--- src/rtl/fetch_sequencer_pkg.sv ---
// Shared types and constants for the instruction-fetch sequencer.
package fetch_pkg;

  typedef enum logic [0:0] {
    RUN    = 1'b0,
    HALTED = 1'b1
  } fetch_state_e;

  localparam logic [31:0] NOP                = 32'h0000_0000;
  localparam int unsigned IMEM_WORDS_DEFAULT = 32'd128;
  localparam logic [31:0] RESET_PC_DEFAULT   = 32'h0000_0000;

endpackage

--- src/rtl/fetch_sequencer_if.sv ---
// Bus between the fetch sequencer, the instruction memory and decode.
// master: the fetch sequencer side; slave: the memory/decode/control side.
interface fetch_sequencer_if;

  logic        Stall;
  logic        Redirect;
  logic [31:0] RedirectPC;
  logic [31:0] IMemInstruction;
  logic [31:0] IMemAddress;
  logic [31:0] InstrOut;
  logic [31:0] PCPlus4Out;
  logic        Valid;
  logic        Halted;
  logic        AlignErr;
  logic [31:0] FetchCount;

  modport master (
    input  Stall, Redirect, RedirectPC, IMemInstruction,
    output IMemAddress, InstrOut, PCPlus4Out, Valid, Halted, AlignErr, FetchCount
  );

  modport slave (
    output Stall, Redirect, RedirectPC, IMemInstruction,
    input  IMemAddress, InstrOut, PCPlus4Out, Valid, Halted, AlignErr, FetchCount
  );

endinterface

--- src/rtl/fetch_sequencer_pc_register.sv ---
// Program-counter flop: synchronous reset, then load, then enable.
module pc_register #(
  parameter logic [31:0] RESET_VAL = 32'h0000_0000
) (
  input  logic        clk,
  input  logic        rst,
  input  logic        load,
  input  logic [31:0] load_val,
  input  logic        en,
  input  logic [31:0] d,
  output logic [31:0] q
);

  logic [31:0] q_r;

  // PC update with reset > load > enable priority
  always_ff @(posedge clk) begin
    if (rst) begin
      q_r <= RESET_VAL;
    end else if (load) begin
      q_r <= load_val;
    end else if (en) begin
      q_r <= d;
    end else begin
      q_r <= q_r;
    end
  end

  assign q = q_r;

endmodule

--- src/rtl/fetch_sequencer.sv ---
// Instruction-fetch controller: owns the PC, addresses the instruction
// memory and registers the fetched word for decode, with stall, redirect
// (one-bubble squash) and out-of-range halt.
module fetch_sequencer
  import fetch_pkg::*;
#(
  parameter logic [31:0] RESET_PC   = RESET_PC_DEFAULT,
  parameter int unsigned IMEM_WORDS = IMEM_WORDS_DEFAULT
) (
  input logic             Clk,
  input logic             Reset,
  fetch_sequencer_if.master bus
);

  localparam logic [31:0] PC_LIMIT = 32'(IMEM_WORDS * 32'd4);

  fetch_state_e state_r;
  fetch_state_e next_state_s;

  logic [31:0] pc_s;
  logic [31:0] pc_plus4_s;
  logic [31:0] redirect_pc_s;
  logic        out_of_range_s;
  logic        halt_s;
  logic        advance_s;

  logic [31:0] instr_r;
  logic [31:0] pc_plus4_r;
  logic        valid_r;
  logic        align_err_r;
  logic [31:0] fetch_count_r;

  assign pc_plus4_s     = pc_s + 32'd4;
  assign redirect_pc_s  = {bus.RedirectPC[31:2], 2'b00};
  assign out_of_range_s = (pc_s >= PC_LIMIT);

  pc_register #(
    .RESET_VAL (RESET_PC)
  ) u_pc (
    .clk      (Clk),
    .rst      (Reset),
    .load     (bus.Redirect),
    .load_val (redirect_pc_s),
    .en       (advance_s),
    .d        (pc_plus4_s),
    .q        (pc_s)
  );

  // FSM state register
  always_ff @(posedge Clk) begin
    if (Reset) begin
      state_r <= RUN;
    end else begin
      state_r <= next_state_s;
    end
  end

  // Next state plus halt/advance strobes; redirect beats halt beats stall
  always_comb begin
    next_state_s = state_r;
    halt_s       = 1'b0;
    advance_s    = 1'b0;
    case (state_r)
      RUN: begin
        if (bus.Redirect) begin
          next_state_s = RUN;
        end else if (out_of_range_s) begin
          next_state_s = HALTED;
          halt_s       = 1'b1;
        end else if (!bus.Stall) begin
          advance_s = 1'b1;
        end else begin
          next_state_s = RUN;
        end
      end
      HALTED: begin
        if (bus.Redirect) begin
          next_state_s = RUN;
        end else begin
          next_state_s = HALTED;
        end
      end
      default: begin
        next_state_s = RUN;
      end
    endcase
  end

  // IF/ID output register, alignment pulse and delivery counter
  always_ff @(posedge Clk) begin
    if (Reset) begin
      instr_r       <= NOP;
      pc_plus4_r    <= 32'h0000_0000;
      valid_r       <= 1'b0;
      align_err_r   <= 1'b0;
      fetch_count_r <= 32'h0000_0000;
    end else if (bus.Redirect) begin
      instr_r     <= NOP;
      valid_r     <= 1'b0;
      align_err_r <= |bus.RedirectPC[1:0];
    end else begin
      align_err_r <= 1'b0;
      if (halt_s) begin
        instr_r <= NOP;
        valid_r <= 1'b0;
      end else if (advance_s) begin
        instr_r       <= bus.IMemInstruction;
        pc_plus4_r    <= pc_plus4_s;
        valid_r       <= 1'b1;
        fetch_count_r <= fetch_count_r + 32'd1;
      end else begin
        instr_r <= instr_r;
        valid_r <= valid_r;
      end
    end
  end

  assign bus.IMemAddress = pc_s;
  assign bus.InstrOut    = instr_r;
  assign bus.PCPlus4Out  = pc_plus4_r;
  assign bus.Valid       = valid_r;
  assign bus.Halted      = (state_r == HALTED);
  assign bus.AlignErr    = align_err_r;
  assign bus.FetchCount  = fetch_count_r;

endmodule
--- src/flat_wrapper.sv ---
// flat-port wrapper written by rule: the top's interface ports become plain ports
module fetch_sequencer_flat import fetch_pkg::*;
#(
  parameter logic [31:0] RESET_PC   = RESET_PC_DEFAULT,
  parameter int unsigned IMEM_WORDS = IMEM_WORDS_DEFAULT
)
  (Clk, Reset, bus_Stall, bus_Redirect, bus_RedirectPC, bus_IMemInstruction, bus_IMemAddress, bus_InstrOut, bus_PCPlus4Out, bus_Valid, bus_Halted, bus_AlignErr, bus_FetchCount);
  fetch_sequencer_if bus_i ();
  input logic Clk;
  input logic Reset;
  input wire logic [$bits(bus_i.Stall)-1:0] bus_Stall;
  input wire logic [$bits(bus_i.Redirect)-1:0] bus_Redirect;
  input wire logic [$bits(bus_i.RedirectPC)-1:0] bus_RedirectPC;
  input wire logic [$bits(bus_i.IMemInstruction)-1:0] bus_IMemInstruction;
  output wire logic [$bits(bus_i.IMemAddress)-1:0] bus_IMemAddress;
  output wire logic [$bits(bus_i.InstrOut)-1:0] bus_InstrOut;
  output wire logic [$bits(bus_i.PCPlus4Out)-1:0] bus_PCPlus4Out;
  output wire logic [$bits(bus_i.Valid)-1:0] bus_Valid;
  output wire logic [$bits(bus_i.Halted)-1:0] bus_Halted;
  output wire logic [$bits(bus_i.AlignErr)-1:0] bus_AlignErr;
  output wire logic [$bits(bus_i.FetchCount)-1:0] bus_FetchCount;
  assign bus_i.Stall = bus_Stall;
  assign bus_i.Redirect = bus_Redirect;
  assign bus_i.RedirectPC = bus_RedirectPC;
  assign bus_i.IMemInstruction = bus_IMemInstruction;
  assign bus_IMemAddress = bus_i.IMemAddress;
  assign bus_InstrOut = bus_i.InstrOut;
  assign bus_PCPlus4Out = bus_i.PCPlus4Out;
  assign bus_Valid = bus_i.Valid;
  assign bus_Halted = bus_i.Halted;
  assign bus_AlignErr = bus_i.AlignErr;
  assign bus_FetchCount = bus_i.FetchCount;
  fetch_sequencer #(.RESET_PC(RESET_PC), .IMEM_WORDS(IMEM_WORDS)) u_core (.Clk(Clk), .Reset(Reset), .bus(bus_i));
endmodule
--- config.mk ---
export PLATFORM = sky130hd
export DESIGN_NAME = fetch_sequencer_flat
export DESIGN_NICKNAME = d
export VERILOG_FILES = /design/src/rtl/fetch_sequencer_pkg.sv /design/src/rtl/fetch_sequencer_if.sv /design/src/rtl/fetch_sequencer_pc_register.sv /design/src/rtl/fetch_sequencer.sv /design/src/flat_wrapper.sv
export SDC_FILE = /design/constraint.sdc
export NUM_CORES = 1
export LEC_CHECK = 0
export ABC_AREA = 1
export BUFFER_PORTS_ARGS = -buffer_cell sky130_fd_sc_hd__buf_2
export CAP_MARGIN = 20
export CORE_ASPECT_RATIO = 1.4
export CORE_MARGIN = 10
export CORE_UTILIZATION = 45
export CTS_CLUSTER_SIZE = 10
export DETAILED_ROUTE_END_ITERATION = 6
export GPL_TIMING_DRIVEN = 0
export PLACE_DENSITY = 0.8
export RECOVER_POWER = 25
export SYNTH_ARGS = -nofsm -noshare
export SYNTH_HDL_FRONTEND = slang
export SYNTH_SLANG_ARGS = --single-unit
--- constraint.sdc ---
create_clock -name Clk -period 1.5 [get_ports Clk]
set_clock_uncertainty 0.2 [all_clocks]
set_input_delay 0.225 -clock Clk [delete_from_list [all_inputs] [get_ports Clk]]
set_output_delay 0.225 -clock Clk [all_outputs]
set_load 0.05 [all_outputs]
==> reports/summary.txt, run 1 <==
status: complete, but fails checks
violated checks: setup timing
max cap viols: 0
Root Driver: clkbuf_16
Tcrit/Tclk final: 121%
Die ar.: 0.0173 mm^2
TritonCTS buffer count: 17
Crit Path Class: reg2reg
Mean Syn Cell Area: 6.85 um^2
XOR/XNOR Fraction of Synth Area: 2.67%
data arrival time of the worst path: 1.93 ns
Post-route DRC: 0
worst slack at placement: -0.397 ns
Synth Area in Adders: 0.673%
total gr overflow: 0
vias: 6838
Compound-Gate Fraction of Synth Area: 9.83%
R2R setup slack: -0.32 ns
DP HPWL: 14.2 mm
Warnings, synthesis: 0
Post-Synthesis Cell Area: 0.00558 mm^2
top cells by count, synth: nand2_1 (304), dfxtp_1 (127), nor2_1 (100)
largest net degree at the start of global routing: 17
fraction of layout cells with a size suffix above 1: 45.9%
first-pass GRT wire length: 32.8 mm
largest family of logic cells by synthesized area: simple AND/OR/NAND/NOR gates
Clock Tree Buf Depth: 2
Core Util, Final: 78.9%
Global Route Usage Sum: 23.4%
M1 WL: 8.00 mm
most frequent cell after synthesis: nand2_1
area grow syn2layout: 73.3%
die span in y: 152 um
Worst VDD drop: 0.777 mV
Met2 Wirelength: 13.3 mm
Synth area leader: dfxtp_1
PortBufs: 193
number of synthesized flops with an enable pin: 0
Final setup viols: 153
First-pass DRT Iterations: 7
slowest CP cell: dfxtp_4
Ports: 199
delay-heaviest family, CP: buffers and inverters
WL final: 24.0 mm
Mapped Cells: 814
Post-Synth Simple-Gate Area: 34.4%
WL/cell: 18.7 um
clock slew at reported path FFs: 0.07 ns
Non-Filler Instances: 1282
WHS: 0.0699 ns
CP max stage delay: 0.36 ns
vias per inst: 5.33
CP required: 1.61 ns
# H-tree levels: 4
number of routed nets with antenna violations: 0
vias in the first global route: 6688
CP Launch Type: register
Hold Vio Cnt, Final: 0
Final Max Tran Viols: 0
Hold/Removal Path Class: in2reg
Iter 0 DRT Violations: 344
worst-skew pair later-pin latency: 0.42 ns
Site Rows: 48
slew at the pin with the worst max-slew slack: 0.810 ns
initial antenna violation count: 1
minimum clock period: 1.82 ns
leakage power: 3.97 nW
area of the core: 0.0123 mm^2
CTS tree: yes
Fmax achieved: 0.549 GHz
post-synthesis sequential area ratio: 45.6%
Top Layer Used: met4
cells along the critical path: nor2_4 > nand2_2 > nor2_4 > buf_6 > nand4_4 > clkbuf_16 > clkbuf_16 > nand2_2 > a21oi_1
Tot Pwr: 8.33 mW
synthesized flop and latch total: 127
Power Dens Cells: 863 mW/mm^2
Synth top area share: 45.6%
synth top area cells: dfxtp_1 (46%), nand2_1 (20%), a21oi_1 (8.4%), nor2_1 (6.7%), nand3_1 (4.7%)
met3 routed WL: 1.70 mm
placed insts: 1160
clock tree sinks: 127
fillers: 762
Async S/R FF share, synth: 0%
Initial Utilization: 45.5%
Slew headroom: 46.0%
Unique masters post-synth: 29
Post-layout nets: 1189
chip width: 114 um
Buf/Inv on CP: 3
RSZ-0062 raised after global routing: yes
Setup WS post-layout: -0.321 ns
Final Wtd Congestion: 0.970
Crit Path Max Fanout: 9
top_reg_cell synth: dfxtp_1
post-synthesis mux area share: 0%
Crit. End Element: register
## cell usage in the layout (no fill, tap or decap), types with 6 or more instances in the layout
cell	instances
a21oi_1	38
a21oi_2	56
buf_12	6
buf_2	138
buf_4	40
buf_6	10
buf_8	10
clkbuf_1	12
clkbuf_16	26
clkbuf_2	7
clkbuf_4	26
dfxtp_1	65
dfxtp_2	19
dfxtp_4	43
dlygate4sd3_1	65
inv_1	33
nand2_1	223
nand2_2	38
nand2_4	44
nand3_1	51
nor2_1	80
nor2_2	11
nor2_4	18
o21ai_0	9
xnor2_1	7
xor2_1	10
## tightest hold or removal path: cells and delay by family
kind | cells | cell delay (ns)
AO/OA/AOI/OAI | 2 | 0.13
AND/OR/NAND/NOR | 2 | 0.14
buffers and inverters | 1 | 0.15
## final cells by class
| type | instances | area [um^2] | share of cell area [%] |
|---|---|---|---|
| Multi-Input combinational cell | 608 | 3500 | 36.2 |
| Sequential cell | 127 | 2730 | 28.2 |
| Timing Repair Buffer | 284 | 2140 | 22.1 |
| Clock buffer | 18 | 450 | 4.66 |
| Buffer | 43 | 399 | 4.13 |
| Tap cell | 150 | 188 | 1.94 |
| Inverter | 37 | 139 | 1.44 |
| Clock inverter | 14 | 120 | 1.24 |
| Antenna cell | 1 | 2.50 | 0.0259 |
## power breakdown
part | switching [mW] | total, mW | internal (mW)
clock network | 1.71 | 3.98 | 2.27
logic | 0.543 | 0.917 | 0.373
registers | 0.0657 | 3.44 | 3.37
total | 2.32 | 8.33 | 6.01
## final timing paths
kind,from,end,cells after the start
max,u_core.u_pc.q[29]$_SDFFE_PP0P_,u_core.bus.InstrOut[27]$_SDFFE_PP0P_,9
min reg2reg,u_core.bus.PCPlus4Out[27]$_SDFFE_PP0P_,u_core.bus.PCPlus4Out[27]$_SDFFE_PP0P_,2
min,bus_Redirect,u_core.u_pc.q[4]$_SDFFE_PP0P_,5
max reg2reg,u_core.u_pc.q[29]$_SDFFE_PP0P_,u_core.bus.InstrOut[27]$_SDFFE_PP0P_,9
## metal layers
metal	track usage [%]	vias to the layer above
li1	-	3192
met1	22.7	3196
met2	42.2	358
met3	7.68	92
met4	13.9	0
met5	0	-
## kinds of logic (layout without fill, tap and decap cells)
kind of cell	Yosys count	after routing
AOI/OAI and AO/OA	108	108
xor gates and xnor gates	17	17
other	1	5
buffers and inverters	82	396
and+or+nand+nor	476	476
DFF	127	127
adders and majority gates	3	3
## through the flow
| step | instance area, um^2 | setup TNS (ns) |
|---|---|---|
| global route | 9660 | -43.39 |
| global placement | 7100 | -26.97 |
| floorplan | 5950 | -10.32 |
| finish | 9660 | -32.21 |
| detailed placement | 7100 | -31.30 |
| CTS | 8620 | -27.73 |
## registers in the layout, indices dropped and copies added, names as in the netlist
name                   cells
u_core.u_pc.q             30
u_core.bus.AlignErr        1
u_core.bus.Halted          1
u_core.bus.PCPlus4Out     30
u_core.bus.FetchCount     32
u_core.bus.Valid           1
u_core.bus.InstrOut       32
## timing repair
item,4_1_cts,5_1_grt
gates cloned,1,9
endpoints found under the setup margin,138,164
hold buffers,65,1
setup buffers,10,8
pin swaps,8,24
hold endpoints to repair,64,1
gates resized for setup,50,257
Power figures use the tool's default switching activity.
==> inputs of run 2 (changes only) <==
- CORE_ASPECT_RATIO: 1.4 -> default
==> reports/summary.txt, run 2 (synthesis results as in run 1) <==
Non-Filler Instances: 1314 (+2.5%)
cells along the critical path: nor2_1 > nand2_1 > nor2_4 > nand3_4 > nor2_4 > buf_8 > buf_6 > nand2_1 > a21oi_1
slew at the pin with the worst max-slew slack: 0.777 ns (-0.0331 ns)
Tcrit/Tclk final: 132% (+11 points)
Met2 Wirelength: 13.9 mm (+4.5%)
PortBufs: 193 (unchanged)
Slew headroom: 48.2% (+2.2 points)
vias in the first global route: 6911 (+3.3%)
total gr overflow: 0 (unchanged)
Iter 0 DRT Violations: 732 (+110%)
Power Dens Cells: 884 mW/mm^2 (+2.4%)
area of the core: 0.0121 mm^2 (-1.6%)
initial antenna violation count: 7 (+6)
vias: 7539 (+10%)
max cap viols: 0 (unchanged)
clock network power share: 48.6% (+0.9 points)
Cell Area, Placed: 0.00713 mm^2 (+0.32%)
Ports: 199 (unchanged)
CTS tree: yes
largest net degree at the start of global routing: 17 (unchanged)
Final Wtd Congestion: 0.946 (-2.5%)
Crit Path Class: reg2reg
Switching Power: 2.36 mW (+1.5%)
DP HPWL: 13.9 mm (-2.3%)
most common cell after layout, fill and taps aside: nand2_1
Die ar.: 0.0172 mm^2 (-0.36%)
Tot Pwr: 8.76 mW (+5.1%)
internal cell power: 6.40 mW (+6.5%)
Final Max Tran Viols: 0 (unchanged)
first-pass GRT wire length: 34.9 mm (+6.5%)
Site Rows: 40 (-17%)
clock tree sinks: 127 (unchanged)
status: complete, but fails checks
# H-tree levels: 4 (unchanged)
combinational power share: 12.1% (+1.1 points)
placed insts: 1178 (+1.6%)
r2r endpoint: u_core.bus.InstrOut[5]$_SDFFE_PP0P_
Initial Utilization: 46.2% (+0.72 points)
hold wc startpoint: bus_Redirect
RSZ-0062 raised after global routing: yes
violated checks: setup timing
CP max stage delay: 0.36 ns (about the same)
CP required: 1.64 ns (+0.03 ns)
R2R setup slack: -0.48 ns (-0.16 ns)
area grow syn2layout: 77.8%
share of total power in sequential cells: 39.3% (-2.0 points)
Post-layout nets: 1197 (+0.67%)
Clock Tree Buf Depth: 2 (unchanged)
Setup WS post-layout: -0.480 ns (-0.159 ns)
minimum clock period: 1.98 ns (+0.159 ns)
Top Layer Used: met4
worst-skew pair later-pin latency: 0.43 ns (about the same)
Post-route DRC: 0 (unchanged)
WL final: 29.1 mm (+21%)
fraction of layout cells with a size suffix above 1: 46.4% (+0.56 points)
Fmax achieved: 0.505 GHz (-8.0%)
Hold Vio Cnt, Final: 0 (unchanged)
number of routed nets with antenna violations: 0 (unchanged)
Hold Path Depth: 3 (-2)
worst slack at placement: -0.328 ns (+0.0695 ns)
Final setup viols: 154 (+0.65%)
First-pass DRT Iterations: 7 (unchanged)
Hold/Removal Path Class: in2reg
commonest non-fill, non-tap cells in the layout: nand2_1 (231), buf_2 (109), nor2_1 (70)
Hold EP: u_core.bus.Halted$_SDFF_PP0_
Crit Path Max Fanout: 10 (+1)
Crit. End Element: register
Root Driver: clkbuf_16
CP Launch Type: register
TritonCTS buffer count: 17 (unchanged)
M1 WL: 9.73 mm (+22%)
chip width: 131 um (+15%)
data arrival time of the worst path: 2.12 ns (+0.19 ns)
fin area: 0.00991 mm^2 (+2.6%)
vias per inst: 5.74 (+7.6%)
WL/cell: 22.1 um (+18%)
R2R cell count: 9 (unchanged)
met3 routed WL: 3.33 mm (+96%)
leakage power: 4.01 nW (+0.92%)
slowest CP cell: dfxtp_4
Global Route Usage Sum: 24.7% (+1.2 points)
Sw Ratio: 26.9% (-0.95 points)
Core Util, Final: 82.2% (+3.3 points)
RR Startpoint: u_core.u_pc.q[26]$_SDFFE_PP0P_
die span in y: 131 um (-13%)
fillers: 584 (-23%)
Worst VDD drop: 0.926 mV (+19%)
clock slew at reported path FFs: 0.06 ns (about the same)
-- run 2: cell types whose count changed in the layout (fill, tap and decap cells not counted), moves of 8 or more --
cell | before | now
nor2_2 | 11 | 22
nand2_4 | 44 | 29
nand2_1 | 223 | 231
nor2_1 | 80 | 70
buf_4 | 40 | 53
nand3_1 | 51 | 42
a21oi_2 | 56 | 47
buf_6 | 10 | 20
buf_2 | 138 | 109
a21oi_1 | 38 | 47
clkbuf_4 | 26 | 46
-- run 2: cell type report --
class | count | area [um^2] | share of cell area [%]
tap | 168 | 210 | 2.12
buffer | 43 | 405 | 4.09
antenna | 7 | 17.5 | 0.177
inverter | 37 | 139 | 1.40
clock buffer | 22 | 517 | 5.21
sequential | 127 | 2740 | 27.6
clock inverter | 10 | 95.1 | 0.959
timing repair buffer | 291 | 2310 | 23.3
multi-input combinational | 609 | 3480 | 35.1
-- run 2: worst max path at each step --
stage                     cells past startpoint  slack (ns)                                endpoint                                  start
after floorplan                              10       -0.22  u_core.bus.FetchCount[18]$_SDFFE_PP0P_  u_core.bus.FetchCount[1]$_SDFFE_PP0P_
after global placement                       10       -0.31  u_core.bus.FetchCount[18]$_SDFFE_PP0P_  u_core.bus.FetchCount[0]$_SDFFE_PP0P_
after detailed placement                     10       -0.33  u_core.bus.FetchCount[18]$_SDFFE_PP0P_  u_core.bus.FetchCount[0]$_SDFFE_PP0P_
after CTS                                     9       -0.29  u_core.bus.FetchCount[15]$_SDFFE_PP0P_         u_core.u_pc.q[17]$_SDFFE_PP0P_
after global routing                          9       -0.55     u_core.bus.InstrOut[5]$_SDFFE_PP0P_         u_core.u_pc.q[26]$_SDFFE_PP0P_
final                                         9       -0.48     u_core.bus.InstrOut[5]$_SDFFE_PP0P_         u_core.u_pc.q[26]$_SDFFE_PP0P_
-- run 2: routing by layer --
layer / track usage [%] / vias to the layer above
li1: - / 3214
met1: 25.6 / 3475
met2: 41.5 / 657
met3: 8.88 / 193
met4: 15.6 / 0
met5: 0 / -
-- run 2: through the flow --
step / setup TNS [ns] / hold slack, ns
finish: -48.25 / 0.0684
global route: -54.79 / 0.0782
CTS: -29.98 / 0.0310
detailed placement: -24.39 / 0.222
global placement: -22.30 / 0.220
floorplan: -10.32 / 0.155
-- run 2: power by group through the flow --
stage	Sequential [mW]	Clock (mW)	Combinational, mW
floorplan	3.65	0	0.245
global placement	3.49	0	0.619
detailed placement	3.49	0	0.623
CTS	3.42	4.22	0.816
global route	3.44	4.37	1.09
finish	3.45	4.26	1.06
-- run 2: timing repair --
action | 4_1_cts | 5_1_grt
pin swaps | 20 | 27
hold buffers | 65 | 1
endpoints found under the hold margin | 64 | 1
gates resized for setup | 65 | 292
cloned | 3 | 10
endpoints found under the setup margin | 145 | 156
buffers inserted | 14 | 9
-- run 2: worst max-delay path, delay by kind of cell, from the launching register on --
family | cells | cell delay, ns
AO/OA/AOI/OAI | 1 | 0.20
buffers and inverters | 2 | 0.35
flip-flops | 1 | 0.36
AND/OR/NAND/NOR | 6 | 0.77
